<file path="src/rtl/sb_pkg.sv">
// -----------------------------------------------------------------------------
// sb_pkg
//   Shared definitions for the scoreboarded register file.
//   - SB_DATA_W    : default register data width
//   - SB_ADDR_BITS : default register address width (8 registers)
//   - reg_addr_t   : register-address type at the default width
// -----------------------------------------------------------------------------
package sb_pkg;
  localparam int SB_DATA_W    = 16;
  localparam int SB_ADDR_BITS = 3;

  typedef logic [SB_ADDR_BITS-1:0] reg_addr_t;
endpackage

</file>
<file path="src/rtl/sb_busy_tracker.sv">
// -----------------------------------------------------------------------------
// sb_busy_tracker
//   Holds one busy bit per architectural register (a write is pending) and a
//   population count of those bits. Both update on the same clock edge.
//   Ports:
//     CLK, RST            clock, asynchronous active-low reset
//     set_en, set_addr    mark a register busy (accepted issue)
//     clr_en, clr_addr    clear a register's busy bit (writeback)
//     busy                busy vector, bit 0 is always 0
//     busy_count          number of set busy bits
// -----------------------------------------------------------------------------
module sb_busy_tracker
  import sb_pkg::*;
#(
  parameter int RegAddrBits = SB_ADDR_BITS,
  localparam int TotalReg   = 2**RegAddrBits
) (
  input  logic                   CLK,
  input  logic                   RST,
  input  logic                   set_en,
  input  logic [RegAddrBits-1:0] set_addr,
  input  logic                   clr_en,
  input  logic [RegAddrBits-1:0] clr_addr,
  output logic [TotalReg-1:0]    busy,
  output logic [RegAddrBits:0]   busy_count
);

  logic [TotalReg-1:0]  busy_next;
  logic [RegAddrBits:0] count_next;

  // Clear first, then set: a new producer issued in the same cycle as the
  // previous producer's writeback keeps the register busy.
  always_comb begin
    busy_next = busy;
    if (clr_en) busy_next[clr_addr] = 1'b0;
    if (set_en) busy_next[set_addr] = 1'b1;
    busy_next[0] = 1'b0;
    count_next = '0;
    for (int i = 0; i < TotalReg; i++) begin
      count_next = count_next + (RegAddrBits+1)'(busy_next[i]);
    end
  end

  always_ff @(posedge CLK or negedge RST) begin
    if (!RST) begin
      busy       <= '0;
      busy_count <= '0;
    end else begin
      busy       <= busy_next;
      busy_count <= count_next;
    end
  end

endmodule

</file>
<file path="src/rtl/scoreboard_regfile.sv">
// -----------------------------------------------------------------------------
// scoreboard_regfile
//   Register file with a busy-bit scoreboard for an in-order issue stage.
//   Register 0 reads as zero, ignores writes and is never busy. Issue stalls
//   on RAW (a source is busy) or WAW (the destination is busy).
//   Optional macro SB_BYPASS_EN: forward the writeback value to matching
//   source ports and treat the written register as free in that cycle.
//   Ports:
//     CLK, RST                       clock, asynchronous active-low reset
//     issue_valid/issue_rd/issue_rs  decode-stage instruction
//     rd_data                        source operands, packed like issue_rs
//     stall                          issue blocked this cycle
//     wb_valid/wb_rd/wb_data         writeback strobe, address, value
//     busy_count                     number of registers pending a write
//     inr/out_value                  debug read of stored contents (no bypass)
// -----------------------------------------------------------------------------
module scoreboard_regfile
  import sb_pkg::*;
#(
  parameter int DataWidth    = SB_DATA_W,
  parameter int RegAddrBits  = SB_ADDR_BITS,
  parameter int NumReadPorts = 2
) (
  input  logic                                CLK,
  input  logic                                RST,
  input  logic                                issue_valid,
  input  logic [RegAddrBits-1:0]              issue_rd,
  input  logic [NumReadPorts*RegAddrBits-1:0] issue_rs,
  output logic [NumReadPorts*DataWidth-1:0]   rd_data,
  output logic                                stall,
  input  logic                                wb_valid,
  input  logic [RegAddrBits-1:0]              wb_rd,
  input  logic [DataWidth-1:0]                wb_data,
  output logic [RegAddrBits:0]                busy_count,
  input  logic [RegAddrBits-1:0]              inr,
  output logic [DataWidth-1:0]                out_value
);

  localparam int TotalReg = 2**RegAddrBits;

  logic [DataWidth-1:0] regs [TotalReg];
  logic [TotalReg-1:0]  busy;
  logic [TotalReg-1:0]  resolved;
  logic [TotalReg-1:0]  eff_busy;
  logic                 wb_live;
  logic                 set_en;

  assign wb_live = wb_valid && (wb_rd != '0);

  // Registers whose pending write lands this cycle and may be consumed now.
`ifdef SB_BYPASS_EN
  always_comb begin
    resolved = '0;
    if (wb_live) resolved[wb_rd] = 1'b1;
  end
`else
  assign resolved = '0;
`endif

  assign eff_busy = busy & ~resolved;

  always_comb begin
    logic hazard;
    hazard = eff_busy[issue_rd];
    for (int i = 0; i < NumReadPorts; i++) begin
      hazard = hazard | eff_busy[issue_rs[i*RegAddrBits +: RegAddrBits]];
    end
    stall = issue_valid & hazard;
  end

  always_comb begin
    logic [RegAddrBits-1:0] a;
    rd_data = '0;
    for (int i = 0; i < NumReadPorts; i++) begin
      a = issue_rs[i*RegAddrBits +: RegAddrBits];
      rd_data[i*DataWidth +: DataWidth] = regs[a];
`ifdef SB_BYPASS_EN
      if (wb_live && (wb_rd == a)) rd_data[i*DataWidth +: DataWidth] = wb_data;
`endif
    end
  end

  assign out_value = regs[inr];

  // Register 0 is only ever reset, so it reads as zero everywhere.
  always_ff @(posedge CLK or negedge RST) begin
    if (!RST) begin
      for (int i = 0; i < TotalReg; i++) regs[i] <= '0;
    end else if (wb_live) begin
      regs[wb_rd] <= wb_data;
    end
  end

  assign set_en = issue_valid && !stall && (issue_rd != '0);

  sb_busy_tracker #(
    .RegAddrBits (RegAddrBits)
  ) u_busy (
    .CLK        (CLK),
    .RST        (RST),
    .set_en     (set_en),
    .set_addr   (issue_rd),
    .clr_en     (wb_valid),
    .clr_addr   (wb_rd),
    .busy       (busy),
    .busy_count (busy_count)
  );

endmodule

</file>
<file path="config.mk">
export PLATFORM = sky130hd
export DESIGN_NAME = scoreboard_regfile
export DESIGN_NICKNAME = d
export VERILOG_FILES = /design/src/rtl/sb_pkg.sv /design/src/rtl/sb_busy_tracker.sv /design/src/rtl/scoreboard_regfile.sv
export SDC_FILE = /design/constraint.sdc
export NUM_CORES = 1
export LEC_CHECK = 0
export CORE_ASPECT_RATIO = 1.4
export CORE_MARGIN = 3
export CORE_UTILIZATION = 40
export DETAILED_ROUTE_END_ITERATION = 8
export HOLD_SLACK_MARGIN = 0.03
export PLACE_DENSITY = 0.67
export SLEW_MARGIN = 20
export SYNTH_ARGS = -nofsm -noshare
export SYNTH_HDL_FRONTEND = slang
export SYNTH_SLANG_ARGS = --single-unit
</file>
<file path="constraint.sdc">
create_clock -name CLK -period 4 [get_ports CLK]
set_clock_uncertainty 0.2 [all_clocks]
set_input_delay 0.8 -clock CLK [delete_from_list [all_inputs] [get_ports CLK]]
set_output_delay 0.8 -clock CLK [all_outputs]
set_load 0.02 [all_outputs]
</file>
# Word level (Yosys, flattened, before mapping)
# Cells that the tools add are included.
# word_totals
regBits	139
latch_bits	0
ramBits	0
rom_bits	0
out_inout_bits	53
word_cells	70
n_memories	0
# op_classes
n_addsub	6
mul	0
div_mod_pow	0
n_lt_le_gt_ge	11
n_eq_ne	0
shift	0
mux	24
bitwise	10
n_reduce_logical	9
# ops
operator	n
16-bit binary-select mux with 3-bit select	3
128-bit bitwise mux	1
16-bit 2-to-1 mux	7
16-bit demux with 3-bit select	1
4-bit by 1-bit adder with 4-bit output	5
4-bit greater-or-equal comparator (second input constant)	4
3-bit by 4-bit less-than comparator with 1-bit output (second input constant)	4
8-bit 2-to-1 mux	2
3-bit NOT with 4-bit output	4
1-bit binary-select mux with 3-bit select	3
8-bit bitwise AND	1
8-bit NOT	1
8-bit OR	1
1-bit demux with 3-bit select	2
3-bit by 1-bit greater-or-equal comparator with 1-bit output (second input constant)	2
1-bit logical AND	6
3-bit nonzero test	2
1-bit 2-to-1 mux	5
4-bit by 1-bit less-than comparator with 1-bit output (second input constant)	1
1-bit by 1-bit adder with 2-bit output	1
1-bit OR	2
1-bit bitwise AND	1
1-bit logical NOT	1

# Logic depth before layout (Yosys ltp)
# Gate-level depths: netlist of the first run.
# logic_depth
ltp_word	15
ltp_mapped	15

# Cells and area by module
# A second synthesis of the first run with hierarchy kept.
# hier_totals
hier_cells	513
area_unflattened_um2	8699.6
# by_module_without_submodules
module	instances	cells_each	area_each_um2	seq_area_each_um2
scoreboard_regfile	1	464	8087.8	3203.1
sb_busy_tracker	1	49	611.8	250.2

# Worst setup path after synthesis of the first run
# Ideal clock, no wire load.
# synth_timing
kind	input-to-reg
start	input port issue_rs[0]
end	register u_busy.busy_count[2]
setup_ns	0.123
arrival_ns	3.928
t_required_ns	3.677
path_slack_ns	-0.251
path_stages	14
n_path_buf	3
path_cell_list	buf_2 -> buf_2 -> o31a_2 -> buf_6 -> a32o_1 -> ha_1 -> inv_1 -> fa_1 -> fa_1 -> inv_1 -> ha_1 -> inv_1 -> fa_1 -> xnor2_1
# synth_between
elab_chain_cells	15
# synth_rtl
item	line	source
from (decl)	scoreboard_regfile.sv:28	input logic [NumReadPorts*RegAddrBits-1:0] issue_rs,
1-bit binary-select mux with 3-bit select	scoreboard_regfile.sv:66	hazard = hazard | eff_busy[issue_rs[i*RegAddrBits +: RegAddrBits]];
1-bit 2-to-1 mux (not written as such)	scoreboard_regfile.sv:66	
1-bit OR (2 in a row)	scoreboard_regfile.sv:66	
1-bit bitwise AND	scoreboard_regfile.sv:68	stall = issue_valid & hazard;
1-bit logical NOT	scoreboard_regfile.sv:94	assign set_en = issue_valid && !stall && (issue_rd != '0);
1-bit logical AND (2 in a row)	scoreboard_regfile.sv:94	
8-bit 2-to-1 mux	sb_busy_tracker.sv:36	if (set_en) busy_next[set_addr] = 1'b1;
via u_busy.busy_next[1]	sb_busy_tracker.sv:28	logic [TotalReg-1:0] busy_next;
1-bit by 1-bit adder with 2-bit output	sb_busy_tracker.sv:40	count_next = count_next + (RegAddrBits+1)'(busy_next[i]);
4-bit by 1-bit adder with 4-bit output (5 in a row)	sb_busy_tracker.sv:40	
via u_busy.count_next[2]	sb_busy_tracker.sv:29	logic [RegAddrBits:0] count_next;
to (signal assigned)	sb_busy_tracker.sv:50	busy_count <= count_next;
to (decl)	sb_busy_tracker.sv:25	output logic [RegAddrBits:0] busy_count
# The timed path passes the listed nets, and every way through them passes these cells. The select of a mux whose other input is x is not followed.
# A chain may end at the register's enable or synchronous reset.

# Worst setup path in the final report of the first run
# layout_timing
start	input port issue_rs[4]
end	register u_busy.busy_count[1]
# layout_between
elab_chain_cells	14
# layout_rtl
item	line
1-bit binary-select mux with 3-bit select	scoreboard_regfile.sv:66
1-bit 2-to-1 mux (not written as such)	scoreboard_regfile.sv:66
1-bit OR	scoreboard_regfile.sv:66
1-bit bitwise AND	scoreboard_regfile.sv:68
1-bit logical NOT	scoreboard_regfile.sv:94
1-bit logical AND (2 in a row)	scoreboard_regfile.sv:94
8-bit 2-to-1 mux	sb_busy_tracker.sv:36
via u_busy.busy_next[1]	sb_busy_tracker.sv:28
1-bit by 1-bit adder with 2-bit output	sb_busy_tracker.sv:40
4-bit by 1-bit adder with 4-bit output (5 in a row)	sb_busy_tracker.sv:40
via u_busy.count_next[1]	sb_busy_tracker.sv:29
# The timed path passes the listed nets, and every way through them passes these cells. The select of a mux whose other input is x is not followed.

==> results.sh, run 1 <==
export IMPL_leakage_nw=4.28
export IMPL_holdPathStages=0
export IMPL_rsz0062_at_grt="no"
export IMPL_dp_slack_ns=-0.652
export IMPL_max_freq_ghz=0.258
export IMPL_htreeDepth=4
export IMPL_worstPathArrival_ns=3.99
export IMPL_power_frac_seq_pct=36.5
export IMPL_vdd_drop_max_mv=0.271
export IMPL_p_int_w=0.00377
export IMPL_vias=5589
export IMPL_avgSynthCellArea_um2=14.8
export IMPL_die_x_um=128
export IMPL_clockBufferDepth=2
export IMPL_grt_usage_pct=21.4
export IMPL_cp_end_kind="flip-flop"
export IMPL_ys_warn_count=0
export IMPL_worst_pin_slew_ns=0.914
export IMPL_clock_power_share_pct=27.8
export IMPL_synthArstFlopShare_pct=100
export IMPL_final_nets=698
export IMPL_gp_congestion=0.900
export IMPL_initial_core_util_pct=40.7
export IMPL_synth_main_ff_cell="dfrtp_1"
export IMPL_drt_first_pass_iters=4
export IMPL_power_frac_comb_pct=35.7
export IMPL_numPortBuffers=87
export IMPL_core_area_mm2=0.0206
export IMPL_clock_sinks=139
export IMPL_dieArea_mm2=0.0227
export IMPL_crit_type="input pin to flip-flop"
export IMPL_holdWs_ns=0.219
export IMPL_fin_crit_ns=3.87
export IMPL_ys_ff_latch=139
export IMPL_grt_overflow=0
export IMPL_cts_buffers=17
export IMPL_drc=0
export IMPL_drt_initial_drc_count=401
export IMPL_rows=62
export IMPL_ioPinCount=88
export IMPL_drv_slew=0
export IMPL_grt_pass1_wl_um=36200
export IMPL_reg2regPathDepth=13
export IMPL_yosysSeqAreaShare_pct=41.6
export IMPL_power_w=0.00549
export IMPL_hold_class="flip-flop to flip-flop"
export IMPL_status="complete, no violations"
export IMPL_cap_violations=0
export IMPL_areaGrowthSynthToFinish_pct=22.6
export IMPL_routed_via_density=6.04
export IMPL_min_period_over_period_pct=96.8
export IMPL_grt_antenna_before_repair=0
export IMPL_setup_slack_ns=0.128
export IMPL_grt_pass1_vias=6191
export IMPL_clock_latency_ns=0.42
export IMPL_clkTransAtPathRegs_ns=0.06
export IMPL_switching_share_pct=31.3
export IMPL_avgRoutedWirePerCell_um=25.1
export IMPL_hpwl_um=15100
export IMPL_p_switching_w=0.00172
export IMPL_grt_max_degree=94
export IMPL_power_density_mw_per_mm2=536
export IMPL_drtAntennaViolNets=0
export IMPL_insertedDiodeCount=0
export IMPL_wirelength_um=23200
export IMPL_root_buffer="clkbuf_16"
export IMPL_syn_inst=565
export IMPL_relSlewSlack_pct=39.1
export IMPL_syn_nets=607
export IMPL_cp_max_fo=5
export IMPL_setup_violations_final=0
export IMPL_worstPathRequired_ns=4.12
export IMPL_drive_above_1_share_pct=50.7
export IMPL_syn_area_mm2=0.00836
export IMPL_dieHeight_um=177
export IMPL_finalHoldViolations=0
export IMPL_synth_cell_types=39
export IMPL_tns_ns=0
export IMPL_nFillCells=1726
export IMPL_synth_edf_count=0
export IMPL_cp_start_kind="input pin"
export IMPL_cts_tree="built"
-- worst max-delay path: stages --
cell	delay [ns]
buf_2	0.16
mux2_4	0.32
a311oi_2	0.27
o31a_2	0.23
a32o_1	0.20
ha_1	0.24
inv_1	0.08
fa_1	0.44
fa_1	0.43
inv_1	0.07
ha_2	0.18
inv_2	0.04
fa_2	0.50
inv_1	0.03
-- cell families after synthesis --
kind of cell / synth area share (%)
buf+inv: 3.92
compound gates: 1.99
xor+xnor: 0.105
fa+ha+maj: 1.32
mux: 46.5
simple gates: 4.59
flops: 41.6
-- flip-flops by register name, summed over array words and instances (netlist names) --
| name | flops |
|---|---|
| u_busy.busy | 7 |
| u_busy.busy_count | 4 |
| regs | 128 |
-- cell usage after synthesis, drive strengths merged, types with 2 or more instances --
library cell | count | area share [%]
fa | 3 | 0.72
o32ai | 3 | 0.31
nor2b | 4 | 0.30
nand3 | 2 | 0.24
nor4bb | 2 | 0.24
buf | 28 | 1.9
dfrtp | 139 | 42
mux4 | 96 | 26
a32o | 6 | 0.72
ha | 4 | 0.60
nor2 | 4 | 0.18
nand2 | 53 | 2.4
mux2 | 145 | 20
clkbuf | 31 | 1.4
mux2i | 9 | 1.1
nor3 | 4 | 0.37
a32oi | 4 | 0.42
nand2b | 4 | 0.30
inv | 12 | 0.54
-- stage by stage --
stage	instance area (um^2)	utilization (%)	instances
floorplan	8410	-	565
global placement	9650	46.9	892
detailed placement	9650	46.9	892
CTS	10200	49.8	925
global route	10300	49.9	925
finish	10300	49.9	925
-- path summary, 6_finish.rpt --
check | to | slack, ns | start
hold reg to reg | regs[121] | 0.22 | regs[121]
max in group asynchronous | regs[37] | 2.54 | RST
hold / removal | regs[121] | 0.22 | regs[121]
setup / recovery | u_busy.busy_count[1] | 0.13 | issue_rs[4]
min in group asynchronous | regs[61] | 0.26 | RST
setup reg to reg | u_busy.busy_count[1] | 0.27 | u_busy.busy[3]
-- placed cells by master, fill, tap and decap left out, drive strengths merged, types with 6 or more instances in the layout --
master,Yosys,final
mux2,145,145
dfrtp,139,139
mux4,96,96
clkdlybuf4s50,0,72
nand2,53,53
buf,28,50
clkbuf,31,26
inv,12,12
mux2i,9,9
clkinv,1,6
a32o,6,6
dlymetal6s2s,0,6
-- repair_timing --
item | CTS | global route
hold buffers | 0 | 0
buffers inserted | 1 | 0
pin swaps | 1 | 2
gates resized for setup | 7 | 13
setup endpoints to repair | 2 | 2
-- cell type report --
| type | count | area [um^2] | share of cell area, % |
|---|---|---|---|
| tap | 256 | 320 | 3.12 |
| inverter | 13 | 50.0 | 0.488 |
| sequential | 139 | 3480 | 33.9 |
| multi-input combinational | 354 | 4610 | 45.0 |
| clock inverter | 8 | 92.6 | 0.903 |
| timing repair buffer | 131 | 1230 | 12.0 |
| clock buffer | 24 | 472 | 4.60 |
-- routing by layer --
metal  up-vias  global-route usage (%)  part of all wire (%)
li1       2363                       -                     -
met1      2992                    25.5                    37
met3        56                    3.50                   4.8
met2       178                    37.3                    54
met4         0                    10.1                   4.0
met5         -                       0                     0
-- power by group through the flow --
stage               sequential [W]  combinational, W  clock [W]
floorplan                  0.00194           0.00130          0
global placement           0.00197           0.00192          0
detailed placement         0.00202           0.00195          0
CTS                        0.00199           0.00197    0.00155
global route               0.00205           0.00213    0.00161
finish                     0.00200           0.00196    0.00153
No activity file was read; power rests on OpenSTA's default activity.
==> inputs of run 2 (changes only) <==
- GPL_ROUTABILITY_DRIVEN: default -> 0
- SKIP_LAST_GASP: default -> 1
- TNS_END_PERCENT: default -> 5
==> run 2 against run 1 <==
Non-clock buffer count fell by 4. Setup slack got worse by 0.056 ns. Count of clock-buffer cells in the layout fell by 3. Core utilization barely moved. Clock power rose by 4%. Global-route usage fell by 0.90 points. First-iteration DRC count rose by 7.2%. Fmax fell by 1.4%. Largest cell class unchanged. Hold slack got worse by 0.0091 ns. Sequential cell count did not move. Via count fell by 0.88%. Final cell count fell by 0.32%. Largest power group unchanged.
==> results.sh, run 2 (same netlist as run 1, synthesis figures left out) <==
export IMPL_min_period_over_period_pct=98.2
export IMPL_drt_initial_drc_count=430
export IMPL_cpLargestDelayFamily="adder cells"
export IMPL_power_frac_seq_pct=36.5
export IMPL_grt_pass1_wl_um=35000
export IMPL_dp_cells=889
export IMPL_finalHoldViolations=0
export IMPL_die_x_um=128
export IMPL_cp_slowest_cell="fa_2"
export IMPL_areaGrowthSynthToFinish_pct=22.6
export IMPL_hold_class="input pin to asynchronous set/reset pin"
export IMPL_setup_violations_final=0
export IMPL_dieArea_mm2=0.0227
export IMPL_largest_register="regs"
export IMPL_cts_hold_buf=0
export IMPL_p_switching_w=0.00172
export IMPL_clkTransAtPathRegs_ns=0.06
export IMPL_fin_util_pct=49.9
export IMPL_mostFrequentLayoutCell="mux2_2"
export IMPL_grt_overflow=0
export IMPL_drive_above_1_share_pct=50.8
export IMPL_status="complete, no violations"
export IMPL_grt_usage_pct=20.5
export IMPL_cts_buffers=17
export IMPL_root_buffer="clkbuf_16"
export IMPL_grt_pass1_vias=6082
export IMPL_cts_tree="built"
export IMPL_clock_power_share_pct=28.9
export IMPL_core_area_mm2=0.0206
export IMPL_vdd_drop_max_mv=0.284
export IMPL_relSlewSlack_pct=53.4
export IMPL_crit_buf_inv=6
export IMPL_worst_pin_slew_ns=0.698
export IMPL_drtAntennaViolNets=0
export IMPL_htreeDepth=4
export IMPL_cp_cell_sequence="clkdlybuf4s15_1, clkinv_2, o32ai_2, nor3_2, a32o_2, ha_1, inv_1, fa_1, fa_1, inv_1, ha_2, inv_1, fa_2, inv_1"
export IMPL_numPortBuffers=87
export IMPL_cp_start_kind="input pin"
export IMPL_clock_sinks=139
export IMPL_power_frac_comb_pct=34.6
export IMPL_routed_via_density=6.01
export IMPL_dp_slack_ns=-0.633
export IMPL_drt_first_pass_iters=4
export IMPL_hpwl_um=14800
export IMPL_drv_slew=0
export IMPL_cap_violations=0
export IMPL_wirelength_um=22400
export IMPL_avgRoutedWirePerCell_um=24.3
export IMPL_cp_end_kind="flip-flop"
export IMPL_largest_reg_flops=128
export IMPL_slowest_delay_ns=0.51
export IMPL_fin_crit_ns=3.93
export IMPL_rows=62
export IMPL_vias=5540
export IMPL_clockBufferDepth=2
export IMPL_crit_top_cell="inv_1"
export IMPL_setup_slack_ns=0.0713
export IMPL_rsz0062_at_grt="yes"
export IMPL_p_int_w=0.00378
export IMPL_power_w=0.00550
export IMPL_clock_latency_ns=0.42
export IMPL_final_nets=694
export IMPL_ioPinCount=88
export IMPL_instances_no_fill=922
export IMPL_grt_max_degree=73
export IMPL_drc=0
export IMPL_worstPathArrival_ns=4.04
export IMPL_cp_max_fo=5
export IMPL_switching_share_pct=31.2
export IMPL_initial_core_util_pct=40.7
export IMPL_leakage_nw=4.25
export IMPL_final_cell_mix="mux2_2 (143), dfrtp_1 (139), mux4_2 (96)"
export IMPL_grt_antenna_before_repair=3
export IMPL_crit_type="input pin to flip-flop"
export IMPL_tns_ns=0
export IMPL_power_density_mw_per_mm2=536
export IMPL_max_freq_ghz=0.255
export IMPL_top_regs="regs: 128 flops, u_busy.busy: 7 flops, u_busy.busy_count: 4 flops"
export IMPL_worstPathRequired_ns=4.11
export IMPL_dieHeight_um=177
==> run 2: changes by cell type in the layout (fill, tap and decap cells not counted), moves of 2 or more <==
cell	change
buf_4	-4
clkbuf_1	-5
clkbuf_2	-2
clkbuf_8	+2
clkdlybuf4s50_1	+3
clkinv_4	+2
dlymetal6s2s_1	-3
==> run 2: power groups by stage <==
stage	registers, W	logic [W]	clock network (W)
6_report	0.00201	0.00190	0.00159
5_1_grt	0.00205	0.00207	0.00166
4_1_cts	0.00200	0.00192	0.00161
3_5_place_dp	0.00203	0.00190	0
3_3_place_gp	0.00197	0.00187	0
2_1_floorplan	0.00194	0.00129	0
==> run 2: layout make-up <==
class	count	area [um^2]
Tap cell	256	320
Timing Repair Buffer	127	1190
Multi-Input combinational cell	354	4610
Sequential cell	139	3480
Antenna cell	1	2.50
Fill cell	1685	10300
Clock buffer	21	480
Inverter	13	50.0
Clock inverter	11	118
==> run 2: worst register-to-register path, cell delays in order, from the launching register on <==
cell	delay, ns
dfrtp_1	0.45
mux2_4	0.29
a311oi_2	0.23
o31a_2	0.20
a31o_2	0.17
ha_1	0.23
inv_1	0.07
fa_1	0.43
fa_1	0.44
inv_1	0.07
ha_2	0.17
inv_1	0.05
fa_2	0.51
inv_1	0.04
==> run 2: routing by layer <==
layer	vias to the layer above	wire length [um]	GRT usage (%)	part of all wire (%)
li1	2359	-	-	-
met1	2946	8840	25.6	39
met2	196	11800	35.1	52
met3	35	1240	4.44	5.5
met4	4	560	6.90	2.5
met5	-	21	0	0.094
==> run 2: path summary, 6_finish.rpt <==
check	start	to	slack, ns	cells after the start
min	RST	regs[30]	0.21	1
max	issue_rs[5]	u_busy.busy_count[1]	0.07	14
min reg2reg	regs[120]	regs[120]	0.22	0
min in group CLK	regs[120]	regs[120]	0.22	0
max in group asynchronous	RST	regs[69]	2.57	2
max reg2reg	u_busy.busy[3]	u_busy.busy_count[1]	0.35	13
==> run 2: per-stage QoR <==
step / cell area (um^2) / hold slack (ns)
after floorplan: 8400 / 0.258
after global placement: 9610 / 0.192
after detailed placement: 9610 / 0.204
after CTS: 10200 / 0.217
after global routing: 10300 / 0.231
final: 10300 / 0.210
==> run 2: repair_timing <==
item | 4_1_cts | 5_1_grt
resized for setup | 5 | 10
setup buffers | 0 | 0
pin swaps | 0 | 1
endpoints found under the setup margin | 2 | 4
hold endpoints to repair | 0 | 0
